[src/rtl/pgt_source_sel.sv]
// pgt_source_sel: selects the pulse source feeding the timer.
// The count input (cont) and the magnetron enable (sel) are synchronised.
// A 1 Hz style tick is derived from clk by a modulo-DIV divider.
// pgt carries one-cycle pulses from either source.
// Source changes pass through a blanking interval of GUARD cycles, so a
// switch can never emit a spurious or truncated pulse.
module pgt_source_sel #(
  parameter int DIV         = 50000000,
  parameter int SYNC_STAGES = 2,
  parameter int GUARD       = 4,
  parameter int CNT_W       = 8
) (
  input  logic             clk,
  input  logic             rst_n,
  input  logic             sel,
  input  logic             cont,
  output logic             pgt,
  output logic             src_div,
  output logic             switching,
  output logic [CNT_W-1:0] pgt_count
);

  localparam int DIV_W = $clog2(DIV);
  localparam int GRD_W = (GUARD > 1) ? $clog2(GUARD) : 1;
  localparam logic [DIV_W-1:0] DIV_LAST = DIV_W'(DIV - 1);
  localparam logic [GRD_W-1:0] GRD_LOAD = GRD_W'(GUARD - 1);

  typedef enum logic [1:0] {
    S_LOAD    = 2'd0,
    S_TO_DIV  = 2'd1,
    S_DIV     = 2'd2,
    S_TO_LOAD = 2'd3
  } state_t;

  logic [SYNC_STAGES-1:0] cont_sync_r;
  logic [SYNC_STAGES-1:0] sel_sync_r;
  logic                   cont_prev_r;
  logic                   cont_s;
  logic                   sel_s;
  logic                   cont_edge_s;

  state_t                 state_r;
  state_t                 state_nxt_s;
  logic [GRD_W-1:0]       guard_r;
  logic [GRD_W-1:0]       guard_nxt_s;
  logic [DIV_W-1:0]       div_r;
  logic [DIV_W-1:0]       div_nxt_s;
  logic                   pgt_r;
  logic                   pgt_nxt_s;
  logic                   src_div_r;
  logic                   switching_r;
  logic [CNT_W-1:0]       count_r;

  assign cont_s      = cont_sync_r[SYNC_STAGES-1];
  assign sel_s       = sel_sync_r[SYNC_STAGES-1];
  // The edge history runs in every state. A cont level held across a
  // source switch therefore never looks like a new edge.
  assign cont_edge_s = cont_s & ~cont_prev_r;

  // Input synchroniser chains and the cont edge-history flop.
  always_ff @(posedge clk or negedge rst_n) begin
    if (!rst_n) begin
      cont_sync_r <= '0;
      sel_sync_r  <= '0;
      cont_prev_r <= 1'b0;
    end else begin
      cont_sync_r <= {cont_sync_r[SYNC_STAGES-2:0], cont};
      sel_sync_r  <= {sel_sync_r[SYNC_STAGES-2:0], sel};
      cont_prev_r <= cont_s;
    end
  end

  // Next-state logic: source selection, guard countdown, divider and pulse request.
  always_comb begin
    state_nxt_s = state_r;
    guard_nxt_s = guard_r;
    div_nxt_s   = div_r;
    pgt_nxt_s   = 1'b0;
    case (state_r)
      S_LOAD: begin
        // The edge is served before any transition, so a coincident sel rise still pulses.
        pgt_nxt_s = cont_edge_s;
        if (sel_s) begin
          state_nxt_s = S_TO_DIV;
          guard_nxt_s = GRD_LOAD;
        end else begin
          state_nxt_s = S_LOAD;
        end
      end
      S_TO_DIV: begin
        if (!sel_s) begin
          state_nxt_s = S_LOAD;
        end else if (guard_r == {GRD_W{1'b0}}) begin
          state_nxt_s = S_DIV;
          div_nxt_s   = {DIV_W{1'b0}};
        end else begin
          guard_nxt_s = guard_r - GRD_W'(1);
        end
      end
      S_DIV: begin
        if (!sel_s) begin
          // Leaving the divider wins over a wrap on the same edge, so no tick is issued.
          state_nxt_s = S_TO_LOAD;
          guard_nxt_s = GRD_LOAD;
        end else if (div_r == DIV_LAST) begin
          div_nxt_s = {DIV_W{1'b0}};
          pgt_nxt_s = 1'b1;
        end else begin
          div_nxt_s = div_r + DIV_W'(1);
        end
      end
      S_TO_LOAD: begin
        if (sel_s) begin
          state_nxt_s = S_DIV;
          div_nxt_s   = {DIV_W{1'b0}};
        end else if (guard_r == {GRD_W{1'b0}}) begin
          state_nxt_s = S_LOAD;
        end else begin
          guard_nxt_s = guard_r - GRD_W'(1);
        end
      end
      default: begin
        state_nxt_s = S_LOAD;
        guard_nxt_s = {GRD_W{1'b0}};
        div_nxt_s   = {DIV_W{1'b0}};
        pgt_nxt_s   = 1'b0;
      end
    endcase
  end

  // State register together with the registered status outputs derived from the next state.
  always_ff @(posedge clk or negedge rst_n) begin
    if (!rst_n) begin
      state_r     <= S_LOAD;
      guard_r     <= {GRD_W{1'b0}};
      div_r       <= {DIV_W{1'b0}};
      pgt_r       <= 1'b0;
      src_div_r   <= 1'b0;
      switching_r <= 1'b0;
    end else begin
      state_r     <= state_nxt_s;
      guard_r     <= guard_nxt_s;
      div_r       <= div_nxt_s;
      pgt_r       <= pgt_nxt_s;
      src_div_r   <= (state_nxt_s == S_DIV);
      switching_r <= (state_nxt_s == S_TO_DIV) || (state_nxt_s == S_TO_LOAD);
    end
  end

  // Debug counter of issued pulses. It wraps modulo 2^CNT_W.
  always_ff @(posedge clk or negedge rst_n) begin
    if (!rst_n) begin
      count_r <= {CNT_W{1'b0}};
    end else if (pgt_r) begin
      count_r <= count_r + CNT_W'(1);
    end else begin
      count_r <= count_r;
    end
  end

  assign pgt       = pgt_r;
  assign src_div   = src_div_r;
  assign switching = switching_r;
  assign pgt_count = count_r;

endmodule

[config.mk]
export PLATFORM = sky130hd
export DESIGN_NAME = pgt_source_sel
export DESIGN_NICKNAME = d
export VERILOG_FILES = /design/src/rtl/pgt_source_sel.sv
export SDC_FILE = /design/constraint.sdc
export NUM_CORES = 1
export LEC_CHECK = 0
export ABC_AREA = 0
export CORE_ASPECT_RATIO = 0.5
export CORE_MARGIN = 1.5
export CORE_UTILIZATION = 60
export CTS_CLUSTER_DIAMETER = 50
export DETAILED_ROUTE_END_ITERATION = 8
export PLACE_DENSITY = 0.81
export SLEW_MARGIN = 25
export SYNTH_ARGS = -nofsm -noshare
export SYNTH_HDL_FRONTEND = slang
export SYNTH_SLANG_ARGS = --single-unit
[constraint.sdc]
create_clock -name clk -period 4.35 [get_ports clk]
set_input_delay 0.435 -clock clk [delete_from_list [all_inputs] [get_ports clk]]
set_output_delay 0.435 -clock clk [all_outputs]
set_load 0.1 [all_outputs]
After elaboration in Yosys (flattened, before gate mapping):

Index checks and enable logic that the tools add are counted.

* register bits after elaboration: 46
* bits of input ports: 4
* output and inout port bits: 11
* word-level logic and storage cells: 57

* add/subtract/negate cells: 3
* eq/ne operators: 14
* muxes and demuxes: 22
* bitwise gates (word level): 2
* reduce and logical (&&, ||, !) cells: 6

Operator list (count)
* two-way mux 26 bit: 5
* case mux 26 bit (3 select lines): 1
* adder 26 x 1 -> 26 bit (second input constant): 1
* == test 26 bit (second input constant): 1
* two-way mux 2 bit: 10
* case mux 2 bit (4 select lines): 2
* inequality test 2 bit (second input constant): 7
* adder 8 x 1 -> 8 bit (second input constant): 1
* == test 2 bit (second input constant): 4
* AND reduction 5 bit: 1
* == test 2 x 1 -> 1 bit (second input constant): 2
* zero test 2 bit: 2
* AND reduction 4 bit: 1
* two-way mux 1 bit: 3
* nonzero test 3 bit: 1
* case mux 1 bit (2 select lines): 1
* subtractor 2 x 1 -> 2 bit (second input constant): 1
* bitwise AND 1 bit: 1
* logical OR 1 bit: 1
* inverter 1 bit: 1

Logic depth before layout (Yosys ltp):

* depth after elaboration: 6
* mapped depth: 8
* gate-level depth less buffers: 7

Worst setup path after synthesis:

OpenSTA, ideal clock, no wires.

* path type: register -> register
* start: register, netlist name switching
* end: register div_r[24]
* library setup time: 126 ps
* arrival time: 2000 ps
* required time: 4224 ps
* path slack: 2225 ps
* cell stages (with the launch flop): 6
* buffers on the path: 0
* period minus slack after synthesis: 2125 ps
* cell sequence: dfrtp_1 > a21o_2 > nand2_1 > nor4_4 > mux2i_1 > a211oi_2

RTL lines
* end signal: assignment: line 136 `div_r <= {DIV_W{1'b0}};`
* end signal: assignment: line 143 `div_r <= div_nxt_s;`
* end: declaration: line 46 `logic [DIV_W-1:0] div_r;`

Final worst setup path:

* start: register pgt_r (netlist: pgt)
* end: output port pgt

RTL lines
* start: declaration: line 48 `logic pgt_r;`
* start signal: assignment: line 144 `pgt_r <= pgt_nxt_s;`
* end: declaration: line 17 `output logic pgt,`

No word-level cell between the ends.

==> reports/metrics.cfg <==
[flow_run]
maxCapViolCount = 0

[clock_network]
holdBufCountCts = 0
clock_path_buffers = 2
cts_root_buffer = clkbuf_8
tritoncts = done
post-cts-setup-buffers = 0
cts_resized = 0
cts_sinks = 45
cts_max_level = 2
cts_made_buffers = 5
clk_latency_ns = 0.30
cts.clk_slew.worst_paths_ns = 0.08

[power]
p_per_area_nw_per_um2 = 414
p_sw_share_pct = 37.8
total_leakage_power_nw = 1.10
p_int_mw = 0.654
pwr-share-seq_pct = 47.3
combPwrFrac_pct = 29.2
power.switching_mw = 0.398
clockPowerShare_pct = 23.5
ir_worst_vdd_uv = 282

[synthesis]
seq_area_frac_synth_pct = 48.9
synth_top_cell_by_area = dfrtp_1
avgSynthCellArea_um2 = 10.5
async_reset_ff_share_pct = 100
ys.flop_type = dfrtp_1
synth_seq_cells = 45
synth_top_cells_by_area = dfrtp_1, a22o_1, xnor2_1, o21ai_0, nand2_1
synth_top_area_share_pct = 48.9
yosysUniqueCellTypes = 43
ys_warn_count = 0
synth_edf_count = 0
syn_nets = 228
syn_inst = 220
syn_area_um2 = 2300

[sta]
setup_ws_ns = 1.96
slew-limit-headroom_pct = 35.0
min_period_ns = 2.39
rsz0062_at_grt = no
fmax_mhz = 418
timing.final.crit_share_pct = 54.9
slew_violations = 0
tns_ns = 0
worst_pin_slew_ns = 0.972
clock_skew_ns = 0.00331
final_hold_viol_count = 0
setup_viol = 0

[placed_design]
dp.final_hpwl_mm = 3.13
place_ws_ns = 2.19
place.gp.congestion = 0.823
port-buffer-count = 14

[worst_setup_path]
critPathKind = reg -> out
crit_fanout = 7
critPathLaunchType = flop
critPathCaptureType = output pin
cp_data_arrival_time_ns = 1.95
cpLargestDelayFamily = buffers and inverters
crit_chain = clkdlybuf4s50_1
required_ns = 3.91
crit_buf_inv = 1
worst_path_largest_cell_delay_ns = 1.18
critical-path-slowest-cell = clkdlybuf4s50_1

[global_routing]
grt_max_degree = 46
track_usage_pct = 24.1
grt_pass1_vias = 1650
grt_remaining_overflow = 0
grt_pass1_wl_mm = 7.69
antenna_found_initial = 0

[route]
dr_wl_met2_mm = 2.14
firstDrtPassIters = 4
wl_met1_mm = 2.16
via_per_inst = 6.02
ant_nets = 0
avgRoutedWirePerCell_um = 16.0
first_iter_violations = 82
num_vias = 1729
routed_wl_mm = 4.58
maxUsedRoutingLayer = met4
met3WireLength_um = 225
drc = 0

[die]
die_h_um = 46.8
initial_core_util_pct = 65.0
fp-row-count = 15
die_w_um = 90.7
core_um2 = 3550
die-area_um2 = 4240
ios = 15

[final_layout]
area_growth_pct = 10.1
diodes = 0
regArea_um2 = 1130
fin_util_pct = 71.5
nFillCells = 252
layout.nets = 243
drive_above_1_share_pct = 9.75
multiInputGateArea_um2 = 1120

[run_status]
outcome = completed

[min_path]
hp-class = in -> async

## cell type report
class                   instances  share of cell area [%]
flip-flops and latches         45                    44.4
repair buffers                 14                    5.42
well taps                      51                    2.51
clock buffers                   8                    3.16
inverters                       3                   0.444
multi-input cells             166                    44.1
## sequential cells by signal, indices dropped and copies added, names as in the netlist
signal / flops
div_r: 26
pgt_count: 8
cont_sync_r: 2
guard_r: 2
sel_sync_r: 2
cont_prev_r: 1
pgt: 1
src_div: 1
state_r: 1
switching: 1
## cells by family after synthesis
group	share of synthesized area [%]
AOI/OAI and AO/OA	15.1
xor gates and xnor gates	4.94
adders and majority gates	2.17
buffers and inverters	2.61
DFF	48.9
muxes	2.28
and+or+nand+nor	24.0
## layer usage
metal	GRT usage, %	vias up
li1	-	838
met1	30.4	845
met2	42.6	38
met3	5.99	8
met4	8.25	0
met5	0	-
## per-stage QoR
stage	hold WS, ns	std cells	cell area [um^2]	power [mW]
floorplan	0.139	220	2300	0.740
global placement	0.334	279	2450	0.798
detailed placement	0.336	279	2450	0.814
CTS	0.326	287	2530	1.06
global route	0.166	287	2540	1.10
finish	0.123	287	2540	1.05
## power groups by stage
stage | clock network (mW) | logic [mW] | registers (mW)
6_report | 0.247 | 0.307 | 0.497
5_1_grt | 0.269 | 0.328 | 0.505
3_5_place_dp | 0 | 0.308 | 0.506
4_1_cts | 0.253 | 0.309 | 0.498
3_3_place_gp | 0 | 0.298 | 0.501
2_1_floorplan | 0 | 0.116 | 0.625
## final timing paths
check	from	endpoint	slack, ns	cells past startpoint
hold reg to reg	sel_sync_r[0]	sel_sync_r[1]	0.35	0
setup reg to reg	guard_r[0]	div_r[24]	2.14	7
hold / removal	rst_n	pgt_count[2]	0.12	1
setup / recovery	pgt	pgt	1.96	1
min in group clk	sel_sync_r[0]	sel_sync_r[1]	0.35	0
max in group asynchronous	rst_n	div_r[3]	3.86	1
## synthesized netlist by cell type, types with 2 or more instances
cell and n:
mux2i_1 3, dfrtp_1 45, clkbuf_1 2, nand4_1 8
xor2_1 3, a21oi_1 6, mux2_2 2, and3_1 2
o21ai_0 16, xnor2_1 10, o21ai_1 2, and2_2 3
nor3_1 7, nor3b_1 2, nor2_1 17, nor4_1 2
buf_6 3, a22o_1 15, and2_1 5, and4_2 2
ha_1 4, and4_1 4, o21a_1 2, nand2_1 18
nor2b_1 4, and3_2 2, inv_1 3, nand3_1 13
## layout by cell type (no fill, tap or decap), types with 5 or more instances in the layout
| master | instances |
|---|---|
| a21oi_1 | 6 |
| a22o_1 | 15 |
| and2_1 | 5 |
| clkbuf_8 | 5 |
| clkdlybuf4s50_1 | 13 |
| dfrtp_1 | 45 |
| nand2_1 | 18 |
| nand3_1 | 13 |
| nand4_1 | 8 |
| nor2_1 | 17 |
| nor3_1 | 7 |
| o21ai_0 | 16 |
| xnor2_1 | 10 |
Note: power is estimated with default switching activity, not from simulation.
